<file path="src/rtl/fifo_ctrl.sv">
// ============================================================================
// fifo_ctrl : wrap-bit pointer, occupancy and sticky-error controller for a
//             synchronous FIFO.                                  Rev 1.0
// ============================================================================
`default_nettype none

module fifo_ctrl #(
  parameter int ADDR_WIDTH = 4,
  parameter int AF_THRESH  = 2**ADDR_WIDTH - 2,
  parameter int AE_THRESH  = 2
) (
  input  logic                  clk,
  input  logic                  rst,
  input  logic                  write_req,
  input  logic                  read_req,
  input  logic                  clr_err,
  output logic                  write_ena,
  output logic                  read_ena,
  output logic [ADDR_WIDTH:0]   write_addr,
  output logic [ADDR_WIDTH:0]   read_addr,
  output logic                  full,
  output logic                  empty,
  output logic                  almost_full,
  output logic                  almost_empty,
  output logic [ADDR_WIDTH:0]   count,
  output logic                  overflow,
  output logic                  underflow
);

  localparam int              PW     = ADDR_WIDTH + 1;
  localparam logic [PW-1:0]   AF_LVL = PW'(AF_THRESH);
  localparam logic [PW-1:0]   AE_LVL = PW'(AE_THRESH);

  logic [PW-1:0] wr_ptr_q, wr_ptr_d;
  logic [PW-1:0] rd_ptr_q, rd_ptr_d;
  logic          overflow_q, overflow_d;
  logic          underflow_q, underflow_d;

  // Equal low bits with differing wrap bits means the writer is a full lap ahead.
  assign empty = (wr_ptr_q == rd_ptr_q);
  assign full  = (wr_ptr_q[ADDR_WIDTH] != rd_ptr_q[ADDR_WIDTH]) &&
                 (wr_ptr_q[ADDR_WIDTH-1:0] == rd_ptr_q[ADDR_WIDTH-1:0]);

  assign write_ena = write_req & ~full  & ~rst;
  assign read_ena  = read_req  & ~empty & ~rst;

  assign count        = wr_ptr_q - rd_ptr_q;
  assign almost_full  = (count >= AF_LVL);
  assign almost_empty = (count <= AE_LVL);

  assign write_addr = wr_ptr_q;
  assign read_addr  = rd_ptr_q;
  assign overflow   = overflow_q;
  assign underflow  = underflow_q;

  always_comb begin
    wr_ptr_d    = wr_ptr_q + {{ADDR_WIDTH{1'b0}}, write_ena};
    rd_ptr_d    = rd_ptr_q + {{ADDR_WIDTH{1'b0}}, read_ena};
    // A new error on the same edge as clr_err must survive the clear.
    overflow_d  = (overflow_q  & ~clr_err) | (write_req & full);
    underflow_d = (underflow_q & ~clr_err) | (read_req  & empty);
  end

  always_ff @(posedge clk or posedge rst) begin
    if (rst) begin
      wr_ptr_q    <= '0;
      rd_ptr_q    <= '0;
      overflow_q  <= 1'b0;
      underflow_q <= 1'b0;
    end else begin
      wr_ptr_q    <= wr_ptr_d;
      rd_ptr_q    <= rd_ptr_d;
      overflow_q  <= overflow_d;
      underflow_q <= underflow_d;
    end
  end

endmodule

`default_nettype wire
</file>
<file path="config.mk">
export PLATFORM = sky130hd
export DESIGN_NAME = fifo_ctrl
export DESIGN_NICKNAME = d
export VERILOG_FILES = /design/src/rtl/fifo_ctrl.sv
export SDC_FILE = /design/constraint.sdc
export NUM_CORES = 1
export LEC_CHECK = 0
export CAP_MARGIN = 20
export CORE_MARGIN = 2
export CORE_UTILIZATION = 41
export DETAILED_ROUTE_END_ITERATION = 10
export HOLD_SLACK_MARGIN = 0.12
export PLACE_DENSITY = 0.79
export RECOVER_POWER = 50
export SYNTH_ARGS = -nofsm -noshare
export SYNTH_HDL_FRONTEND = slang
export SYNTH_SLANG_ARGS = --single-unit
</file>
<file path="constraint.sdc">
create_clock -name clk -period 2.5 [get_ports clk]
set_input_delay 0.5 -clock clk [delete_from_list [all_inputs] [get_ports clk]]
set_output_delay 0.5 -clock clk [all_outputs]
set_load 0.03 [all_outputs]
</file>
==> impl_metrics.yaml, run 1 <==
routing:
  ant_nets: 0
  drt_iter0_drc: 5
  wl_per_cell_um: 13.0
  vias: 585
  wl_um: 1560
  viasPerCell: 4.88
  drc_errors: 0
  firstDrtPassIters: 3
run:
  drv_cap: 0
sta:
  period_share_pct: 107
  finClkSkew_ns: 0.00328
  worst_pin_slew_ns: 0.456
  tns_ns: -0.441
  layout_setup_ws_ns: -0.166
  rsz0062_at_grt: "yes"
  slew_violations: 0
  period_minus_slack_ns: 2.67
  hold_ws_ns: 0.520
  slew_headroom_pct: 69.6
  finalSetupViolations: 3
  fmax_mhz: 375
  hold_viol_final: 0
cts:
  cts_hold_buf: 0
  clock_latency_ns: 0.27
  numCtsBuffers: 3
  cts_sinks: 12
  htreeDepth: 1
  cts_root_buffer: "clkbuf_4"
  clk_path_buf_depth: 2
  clk_pin_slew_ns: 0.08
  cts_tree: "done"
global_route:
  antenna_found_initial: 0
  grt_pass1_vias: 614
  busiest_layer: "met2"
  track_usage_pct: 18.8
  grt_util_met1_pct: 18.4
  use_met3_pct: 5.71
  grt_pass1_wl_um: 2570
  grt_max_degree: 13
  gr-usage-met2_pct: 35.9
  overflow: 0
synth:
  yosysTopAreaCellShare_pct: 44.6
  syn-cell-area_um2: 673
  synth_cell_types: 19
  synth-seq-cells: 12
  yosys_warnings: 0
  avgSynthCellArea_um2: 11.0
  syn_nets: 75
  ys_seq_area_share_pct: 44.6
  syn-instance-count: 61
  ys_top_cells_by_area: "dfrtp_1, ha_1, xnor2_1, xor2_1, inv_1"
  yosysTopAreaCell: "dfrtp_1"
placement:
  detailed_place.area_mm2: 0.00111
  dp_slack_ns: 0.0225
  place_congestion: 0.746
  place_hpwl_um: 1320
  portBuffers: 27
floorplanning:
  die_x_um: 44.5
  die_height_um: 44.5
  num_rows: 14
  core_mm2: 0.00152
  initial_utilization_pct: 44.2
  dieArea_mm2: 0.00198
  io_pins: 28
critical_path:
  crit_arrival_ns: 2.17
  crit_required_ns: 2.00
  cp-end-kind: "primary output"
  cp_max_fo: 3
  critPathLaunchType: "register"
  criticalPathCategory: "reg -> out"
final_layout:
  insertedDiodeCount: 0
  design_area_mm2: 0.00118
  layout-drive-gt1-share_pct: 31.7
  final_nets: 119
  area_delta_synth_final_pct: 74.9
hold_path:
  hp-class: "reg -> reg"
outcome:
  outcome: "complete, but fails checks"
  violations: "setup timing"
layout make-up:
class / instances / area (um^2)
tap: 16 / 20.0
sequential: 12 / 303
clock buffer: 4 / 36.3
fill: 103 / 347
multi-input combinational: 40 / 430
timing repair buffer: 39 / 354
inverter: 9 / 33.8
per-layer routing:
metal,vias to the layer above,wire [um]
li1,290,-
met1,271,585
met2,22,868
met3,2,101
met4,0,9
met5,-,0
worst paths after layout:
path	cells after the start	slack (ns)	start	to
worst max-delay path	9	-0.17	write_addr[0]$_DFF_PP0_	almost_empty
worst min-delay path	1	0.52	read_addr[3]$_DFF_PP0_	read_addr[3]$_DFF_PP0_
worst max register to register	8	0.56	write_addr[3]$_DFF_PP0_	write_addr[4]$_DFF_PP0_
worst min register to register	1	0.52	read_addr[3]$_DFF_PP0_	read_addr[3]$_DFF_PP0_
max in group asynchronous	2	1.35	rst	write_addr[0]$_DFF_PP0_
min in group asynchronous	2	0.81	rst	overflow$_DFF_PP0_
sequential cells by signal, indices dropped and copies added (netlist names):
signal and flops:
write_addr 5, overflow 1, read_addr 5, underflow 1
kinds of logic (layout without fill, tap and decap cells):
kind of cell	Yosys count	after routing	synth area share, %
adder cells (fa/ha/maj)	9	9	17.8
flip-flops	12	12	44.6
AO/OA/AOI/OAI	7	7	8.18
XOR/XNOR	11	11	14.3
buffers and inverters	9	52	5.02
AND/OR/NAND/NOR	13	13	10.0
through the flow:
step           util (%)  instances
2_1_floorplan         -         61
3_3_place_gp       72.7        113
3_5_place_dp       72.7        113
4_1_cts            76.8        119
5_1_grt            77.3        120
6_report           77.3        120
worst max-delay path: stages, from the launching register on:
cell and delay [ns]:
dfrtp_2 0.42, inv_2 0.07, ha_4 0.13, inv_2 0.03
fa_2 0.35, a21o_1 0.20, a21oi_4 0.18, xnor2_4 0.11
a2111oi_4 0.19, buf_4 0.21
synth_stat cells:
library cell  count
dfrtp_1          12
inv_1             9
ha_1              8
xnor2_1           6
xor2_1            5
nand3_1           4
nand2_1           3
nor2_1            2
nor3b_1           2
a2111oi_2         1
a21o_1            1
a21oi_1           1
a21oi_2           1
a31o_1            1
fa_1              1
nand3b_1          1
nand4_1           1
o21ai_0           1
o21ai_1           1
layout by cell type (no fill, tap or decap), drive strengths merged:
master,netlist,final
buf,0,16
clkdlybuf4s50,0,14
dfrtp,12,12
inv,9,9
ha,8,8
dlygate4sd2,0,6
xnor2,6,6
xor2,5,5
nand3,4,4
clkbuf,0,4
nand2,3,3
dlygate4sd3,0,3
nor2,2,2
nor3b,2,2
a21oi,2,2
o21ai,2,2
a21o,1,1
nand4,1,1
nand3b,1,1
a31o,1,1
a2111oi,1,1
fa,1,1
repair_timing:
item / in CTS / in global routing
buffers inserted: 2 / 1
gates resized for setup: 12 / 1
setup endpoints to repair: 9 / 3
Power of run 1 is left out: the tool's default activity adds up to more than one toggle a clock period on the data nets, which glitch-free logic cannot reach.
==> inputs of run 2 (changes only) <==
--- a/config.mk
+++ b/config.mk
@@ -6,12 +6,13 @@
 export NUM_CORES = 1
 export LEC_CHECK = 0
 export CAP_MARGIN = 20
+export CELL_PAD_IN_SITES_DETAIL_PLACEMENT = 0
+export CELL_PAD_IN_SITES_GLOBAL_PLACEMENT = 1
 export CORE_MARGIN = 2
-export CORE_UTILIZATION = 41
+export CORE_UTILIZATION = 30
 export DETAILED_ROUTE_END_ITERATION = 10
 export HOLD_SLACK_MARGIN = 0.12
-export PLACE_DENSITY = 0.79
-export RECOVER_POWER = 50
+export PLACE_DENSITY = 0.78
 export SYNTH_ARGS = -nofsm -noshare
 export SYNTH_HDL_FRONTEND = slang
 export SYNTH_SLANG_ARGS = --single-unit
==> impl_metrics.yaml, run 2 (synthesized netlist as in run 1, its figures left out) <==
critical_path:
  critPathLaunchType: "register"
  crit_arrival_ns: 2.18
  path_cells: "inv_2 > ha_4 > inv_2 > fa_2 > a21o_1 > a21oi_4 > xnor2_4 > a2111oi_4 > buf_4"
  critPathMaxStageDelay_ns: 0.41
  r2r-end: "read_addr[4]$_DFF_PP0_"
  crit_required_ns: 2.00
  timing.critical_path.mode_cell: "inv_2"
  worst_path_dominant_cell_family: "compound AO/OA/AOI/OAI gates"
  cp_max_fo: 3
  criticalPathCategory: "reg -> out"
  critPathSlowestCell: "dfrtp_2"
  r2r_setup_slack_ns: 0.55
  cp-end-kind: "primary output"
  reg2reg_depth: 8
  path_buf_inv: 3
  rr_startpoint: "write_addr[1]$_DFF_PP0_"
routing:
  wl_per_cell_um: 11.5
  wl_um: 1520
  drc_errors: 0
  firstDrtPassIters: 4
  vias: 594
  viasPerCell: 4.50
  ant_nets: 0
  drt_iter0_drc: 6
outcome:
  violations: "setup timing"
  outcome: "complete, but fails checks"
cts:
  cts_tree: "done"
  clock_latency_ns: 0.27
  clk_path_buf_depth: 2
  clk_pin_slew_ns: 0.08
  htreeDepth: 1
  cts_sinks: 12
  cts_root_buffer: "clkbuf_4"
  numCtsBuffers: 3
sta:
  tns_ns: -0.442
  slew_violations: 0
  worst_pin_slew_ns: 0.448
  finalSetupViolations: 3
  slew_headroom_pct: 70.1
  finClkSkew_ns: 0.00620
  rsz0062_at_grt: "yes"
  period_minus_slack_ns: 2.68
  layout_setup_ws_ns: -0.181
  hold_viol_final: 0
  period_share_pct: 107
  fmax_mhz: 373
placement:
  detailed_place.area_mm2: 0.00112
  place_hpwl_um: 1240
  place_inst: 125
  place_congestion: 0.713
  portBuffers: 27
global_route:
  grt_pass1_wl_um: 2700
  grt_max_degree: 13
  grt_pass1_vias: 635
  antenna_found_initial: 0
  track_usage_pct: 13.9
  overflow: 0
final_layout:
  mostFrequentLayoutCells: "clkdlybuf4s50_1, buf_4, dfrtp_1, inv_1, ha_1"
  layout-drive-gt1-share_pct: 35.6
  fillCellCount: 208
  final_common_cell: "clkdlybuf4s50_1"
  ff_latch_area_um2: 303
  design_area_mm2: 0.00119
  multi_input_area_um2: 435
  insertedDiodeCount: 0
  final_cell_count_no_fill: 132
  area_delta_synth_final_pct: 76.8
  final_nets: 119
hold_path:
  hp-class: "reg -> reg"
  min_to: "read_addr[3]$_DFF_PP0_"
  hold_start: "read_addr[3]$_DFF_PP0_"
  min_path_cells: 1
floorplanning:
  dieArea_mm2: 0.00264
  io_pins: 28
  core_mm2: 0.00217
  die_x_um: 51.4
  num_rows: 17
  initial_utilization_pct: 31.0
  die_height_um: 51.4
run:
  drv_cap: 0
## run 2: cell count changes in the layout (fill, tap and decap cells not counted), sizes merged
cell,change
dlygate4sd2,-2
clkbuf,+2
dlygate4sd3,-3
clkdlybuf4s50,+3
## run 2: worst register-to-register path, cell delays in order, from the launching register on
cell	delay, ns
dfrtp_1	0.43
ha_1	0.34
nand4_1	0.15
nor2_2	0.08
nor3b_4	0.20
ha_1	0.21
ha_1	0.20
nand3_1	0.10
xnor2_1	0.13
## run 2: worst max-delay path by stage
stage | start | to | slack, ns | cells past startpoint
finish | write_addr[0]$_DFF_PP0_ | almost_empty | -0.18 | 9
global route | write_addr[0]$_DFF_PP0_ | almost_empty | -0.31 | 9
CTS | write_addr[0]$_DFF_PP0_ | almost_empty | -0.21 | 9
detailed placement | write_addr[0]$_DFF_PP0_ | almost_empty | 0.03 | 9
global placement | rst | write_ena | 0.05 | 3
floorplan | write_addr[0]$_DFF_PP0_ | almost_empty | -0.07 | 8
## run 2: final cells by class
type / count / area share, %
Multi-Input combinational cell: 40 / 36.6
Clock buffer: 4 / 3.05
Timing Repair Buffer: 39 / 29.1
Tap cell: 28 / 2.94
Inverter: 9 / 2.84
Sequential cell: 12 / 25.4
## run 2: timing repair
item	in CTS	in global routing
hold buffers	0	0
gates resized for setup	12	5
gates cloned	0	0
buffers inserted	2	1
endpoints found under the setup margin	9	5
pin swaps	0	0
## run 2: metal layers
metal	track usage, %	part of all wire [%]	vias to the layer above	routed length [um]
li1	-	-	292	-
met1	16.6	43	278	647
met2	23.7	51	24	769
met3	2.63	6.7	0	102
met4	6.58	0	0	0
met5	0	0	-	0
## run 2: stage by stage
stage                     hold slack, ns  utilization [%]  setup WS [ns]
after CTS                          0.534             54.7         -0.214
after detailed placement           0.519             51.7         0.0288
final                              0.524             54.8         -0.181
after floorplan                    0.365                -        -0.0650
after global placement             0.509             51.7         0.0497
after global routing               0.548             54.8         -0.309
Power of run 2 is left out for the same reason.
==> inputs of run 3 (changes only) <==
--- a/config.mk
+++ b/config.mk
@@ -5,7 +5,7 @@
 export SDC_FILE = /design/constraint.sdc
 export NUM_CORES = 1
 export LEC_CHECK = 0
-export CAP_MARGIN = 20
+export CAP_MARGIN = 0
 export CELL_PAD_IN_SITES_DETAIL_PLACEMENT = 0
 export CELL_PAD_IN_SITES_GLOBAL_PLACEMENT = 1
 export CORE_MARGIN = 2
==> results of run 3 <==
No change in the layout: final DEF, timing and power equal those of run 2.
Power of run 3 is left out for the same reason.
==> RTL change 1, RTL diff (flow settings as in run 1) <==
Reset style: synchronous (`rst`), changed in one clocked block.
--- a/src/rtl/fifo_ctrl.sv
+++ b/src/rtl/fifo_ctrl.sv
@@ -61,7 +61,7 @@
     underflow_d = (underflow_q & ~clr_err) | (read_req  & empty);
   end
 
-  always_ff @(posedge clk or posedge rst) begin
+  always_ff @(posedge clk) begin
     if (rst) begin
       wr_ptr_q    <= '0;
       rd_ptr_q    <= '0;
Behaviour: differs if rst is asserted again (counterexample within 4 cycles, from zero or initial values and one cycle with rst high); with rst held inactive, the same outputs for 10 cycles.
==> RTL change 1 against run 1 <==
The run still ends with setup timing left. Area after synthesis decreased by 1.1%. Count of clock-buffer cells in the layout unchanged. Final area decreased by 2.3%. Setup slack improved by 68 ps. Sequential cell count unchanged. Wire length increased by 5.1%. Critical path type unchanged.
Power is left out: it rests on default switching activity, and per cell area and clock period it moved more than threefold.
==> RTL change 1: results <==
export IMPL_synthTopCellsByCount="12 x dfxtp_1, 10 x nor2_1, 8 x ha_1"
export IMPL_clock_skew_ps=5.67
export IMPL_nFillCells=104
export IMPL_synth_ff_type="dfxtp_1"
export IMPL_wl_per_cell_um=12.9
export IMPL_netlist_instances=71
export IMPL_crit_slowest_cell="fa_2"
export IMPL_synthTopCellsByArea="dfxtp_1 36%, ha_1 15%, xor2_1 7.9%, xnor2_1 6.6%, nor2_1 5.6%"
export IMPL_grt_pass1_vias=621
export IMPL_setup_viol=2
export IMPL_violations="setup timing"
export IMPL_vias_per_cell=4.94
export IMPL_drive_above_1_share_pct=29.7
export IMPL_stdcell_count=127
export IMPL_cp_arrival_ps=2100
export IMPL_status="finished with violations"
export IMPL_fin_util_pct=76.3
export IMPL_layout_setup_ws_ps=-98.6
export IMPL_place_gp_congestion=0.699
export IMPL_finalCriticalPeriod_ps=2600
export IMPL_fin_setup_tns_ps=-117
export IMPL_dp_cells=119
export IMPL_place_area_mm2=0.00108
export IMPL_drt_iter0_markers=3
export IMPL_grt_start_max_net_pins=9
export IMPL_slowest_delay_ps=350
export IMPL_syn_num_nets=85
-- RTL change 1: cell types whose count changed after synthesis, sizes merged, moves of 3 or more --
cell   change
dfrtp     -12
dfxtp     +12
inv        -3
nor2       +8
nor2b      +6
-- RTL change 1: logic make-up (layout without fill, tap and decap cells) --
kind of cell,after synthesis,in the layout,share of synthesized area (%)
AND/OR/NAND/NOR,25,25,19.2
flip-flops,12,12,36.1
XOR/XNOR,11,11,14.5
adder cells (fa/ha/maj),9,9,18.0
AO/OA/AOI/OAI,7,7,8.27
buffers and inverters,7,47,3.95
-- RTL change 1: cell type report --
| class | instances | share of cell area [%] |
|---|---|---|
| repair buffers | 37 | 28.2 |
| well taps | 16 | 1.74 |
| inverters | 6 | 1.96 |
| flip-flops and latches | 12 | 21.8 |
| multi-input cells | 52 | 44.1 |
| clock buffers | 4 | 2.29 |
-- RTL change 1: final timing paths --
check | depth (start not counted) | from | slack [ps] | end
max | 9 | write_addr[0]$_SDFF_PP0_ | -100 | almost_empty
min | 2 | read_addr[2]$_SDFF_PP0_ | 530 | read_addr[2]$_SDFF_PP0_
max reg2reg | 11 | read_addr[1]$_SDFF_PP0_ | 180 | write_addr[4]$_SDFF_PP0_
min reg2reg | 2 | read_addr[2]$_SDFF_PP0_ | 530 | read_addr[2]$_SDFF_PP0_
-- RTL change 1: metal layers --
layer / share of wire (%) / global-route usage (%) / up-vias
li1: - / - / 313
met5: 0 / 0 / -
met2: 52 / 32.4 / 24
met1: 42 / 21.3 / 289
met4: 0.85 / 9.09 / 0
met3: 5.6 / 5.71 / 2
-- RTL change 1: repair_timing --
action	in CTS	in global routing
pin swaps	5	1
resized for setup	13	1
setup buffers	3	1
endpoints found under the setup margin	8	3
==> RTL change 2, RTL diff (settings of run 1) <==
Made on the original files. Change the parameter `ADDR_WIDTH` from 4 to 3.
--- a/src/rtl/fifo_ctrl.sv
+++ b/src/rtl/fifo_ctrl.sv
@@ -5,7 +5,7 @@
 `default_nettype none
 
 module fifo_ctrl #(
-  parameter int ADDR_WIDTH = 4,
+  parameter int ADDR_WIDTH = 3,
   parameter int AF_THRESH  = 2**ADDR_WIDTH - 2,
   parameter int AE_THRESH  = 2
 ) (
Interface: changed (resized count, read_addr and write_addr); port bits go from 28 to 25. No check against the original RTL was run, so the function may have changed too.
==> RTL change 2 against run 1 <==
Area after synthesis shrank 18%. Final area shrank 27%. Synthesized cell count shrank 20%. Worst hold slack lost 13 ps. Sequential cell count shrank 2. Setup slack gained 310 ps. Wire length shrank 28%. Critical path depth shrank 4. Critical endpoint is now count[1].
Power is not shown: default switching activity piles up to over one toggle a cycle in this logic, so the estimate is an artifact.
==> RTL change 2: results <==
export IMPL_whs_ps=507
export IMPL_synthTopCellsByCount="10 x dfrtp_1, 7 x ha_1, 7 x inv_1"
export IMPL_grt_pass1_vias=383
export IMPL_yosysUniqueCellTypes=18
export IMPL_relSlewSlack_pct=75.0
export IMPL_first_pass_iters=4
export IMPL_min_delay_start="underflow$_DFF_PP0_"
export IMPL_wl_per_cell_um=12.0
export IMPL_grt_antenna_before_repair=0
export IMPL_synthTopCellsByArea="dfrtp_1 45%, ha_1 16%, xor2_1 6.4%, inv_1 4.8%, fa_1 3.6%"
export IMPL_vias=448
export IMPL_clock_skew_ps=7.84
export IMPL_place_area_um2=830
export IMPL_dp_cells=90
export IMPL_layout_nets=93
export IMPL_status="finished clean"
export IMPL_grt_pass1_wl_mm=1.61
export IMPL_clkLatencyLatePin_ps=270
export IMPL_syn_mean_instance_area_um2=11.2
export IMPL_io_buffer_count=24
export IMPL_yosysSeqAreaShare_pct=45.5
export IMPL_drive_above_1_share_pct=16.5
export IMPL_cts_root_buf="clkbuf_4"
export IMPL_clk_pin_slew_ps=70
export IMPL_place_gp_congestion=0.661
export IMPL_cp_arrival_ps=1860
export IMPL_yosys_warnings=0
export IMPL_diodes=0
export IMPL_clock_path_buffers=2
export IMPL_drt_iter0_markers=5
export IMPL_reg2reg_from="read_addr[2]$_DFF_PP0_"
export IMPL_syn_num_nets=62
export IMPL_synthArstFlopShare_pct=100
export IMPL_grt_usage_pct=15.7
export IMPL_grt_start_max_net_pins=11
export IMPL_hp_class="reg2reg"
export IMPL_vias_per_cell=4.77
export IMPL_rrSetupSlack_ps=600
[RTL change 2: kinds of logic after synthesis]
logic type,after synthesis,share of synthesized area (%)
AOI/OAI and AO/OA,7,8.18
DFF,10,45.5
and+or+nand+nor,11,12.5
buffers and inverters,7,4.77
adders and majority gates,8,19.5
xor gates and xnor gates,6,9.55
[RTL change 2: area by class of cell]
class / count / area, um^2 / share of cell area [%]
Clock buffer: 4 / 36.3 / 4.21
Inverter: 7 / 26.3 / 3.05
Sequential cell: 10 / 250 / 29.0
Timing Repair Buffer: 26 / 243 / 28.2
Multi-Input combinational cell: 32 / 288 / 33.4
Tap cell: 15 / 18.8 / 2.18
[RTL change 2: path summary, 6_finish.rpt]
kind,to,cells past startpoint
max,count[1],5
max in group asynchronous,write_addr[2]$_DFF_PP0_,2
min,underflow$_DFF_PP0_,1
min in group asynchronous,read_addr[0]$_DFF_PP0_,2
max reg2reg,write_addr[2]$_DFF_PP0_,8
min reg2reg,underflow$_DFF_PP0_,1
[RTL change 2: per-stage QoR]
| step | setup WS, ps | utilization (%) |
|---|---|---|
| finish | 142 | 67.1 |
| CTS | 68.3 | 66.8 |
| floorplan | -36.3 | - |
| global route | 3.88 | 67.1 |
| detailed placement | 88.7 | 64.6 |
| global placement | 101 | 64.6 |
[RTL change 2: what timing repair did]
action	in CTS	in global routing
setup buffers	0	0
setup endpoints to repair	6	3
gates resized for setup	6	3
[RTL change 2: per-layer routing]
metal  track usage [%]  vias up  wire length [um]
met5                 0        -                 0
met4              12.5        0                11
met3              1.63        2                57
met2              24.2       14               557
met1              19.9      207               500
li1                  -      225                 -
[RTL change 2: worst max-delay path, cell delays in order, from the launching register on]
cell and delay, ps:
dfrtp_1 400, inv_1 60, ha_1 150, inv_1 50
fa_2 530, dlygate4sd2_1 390
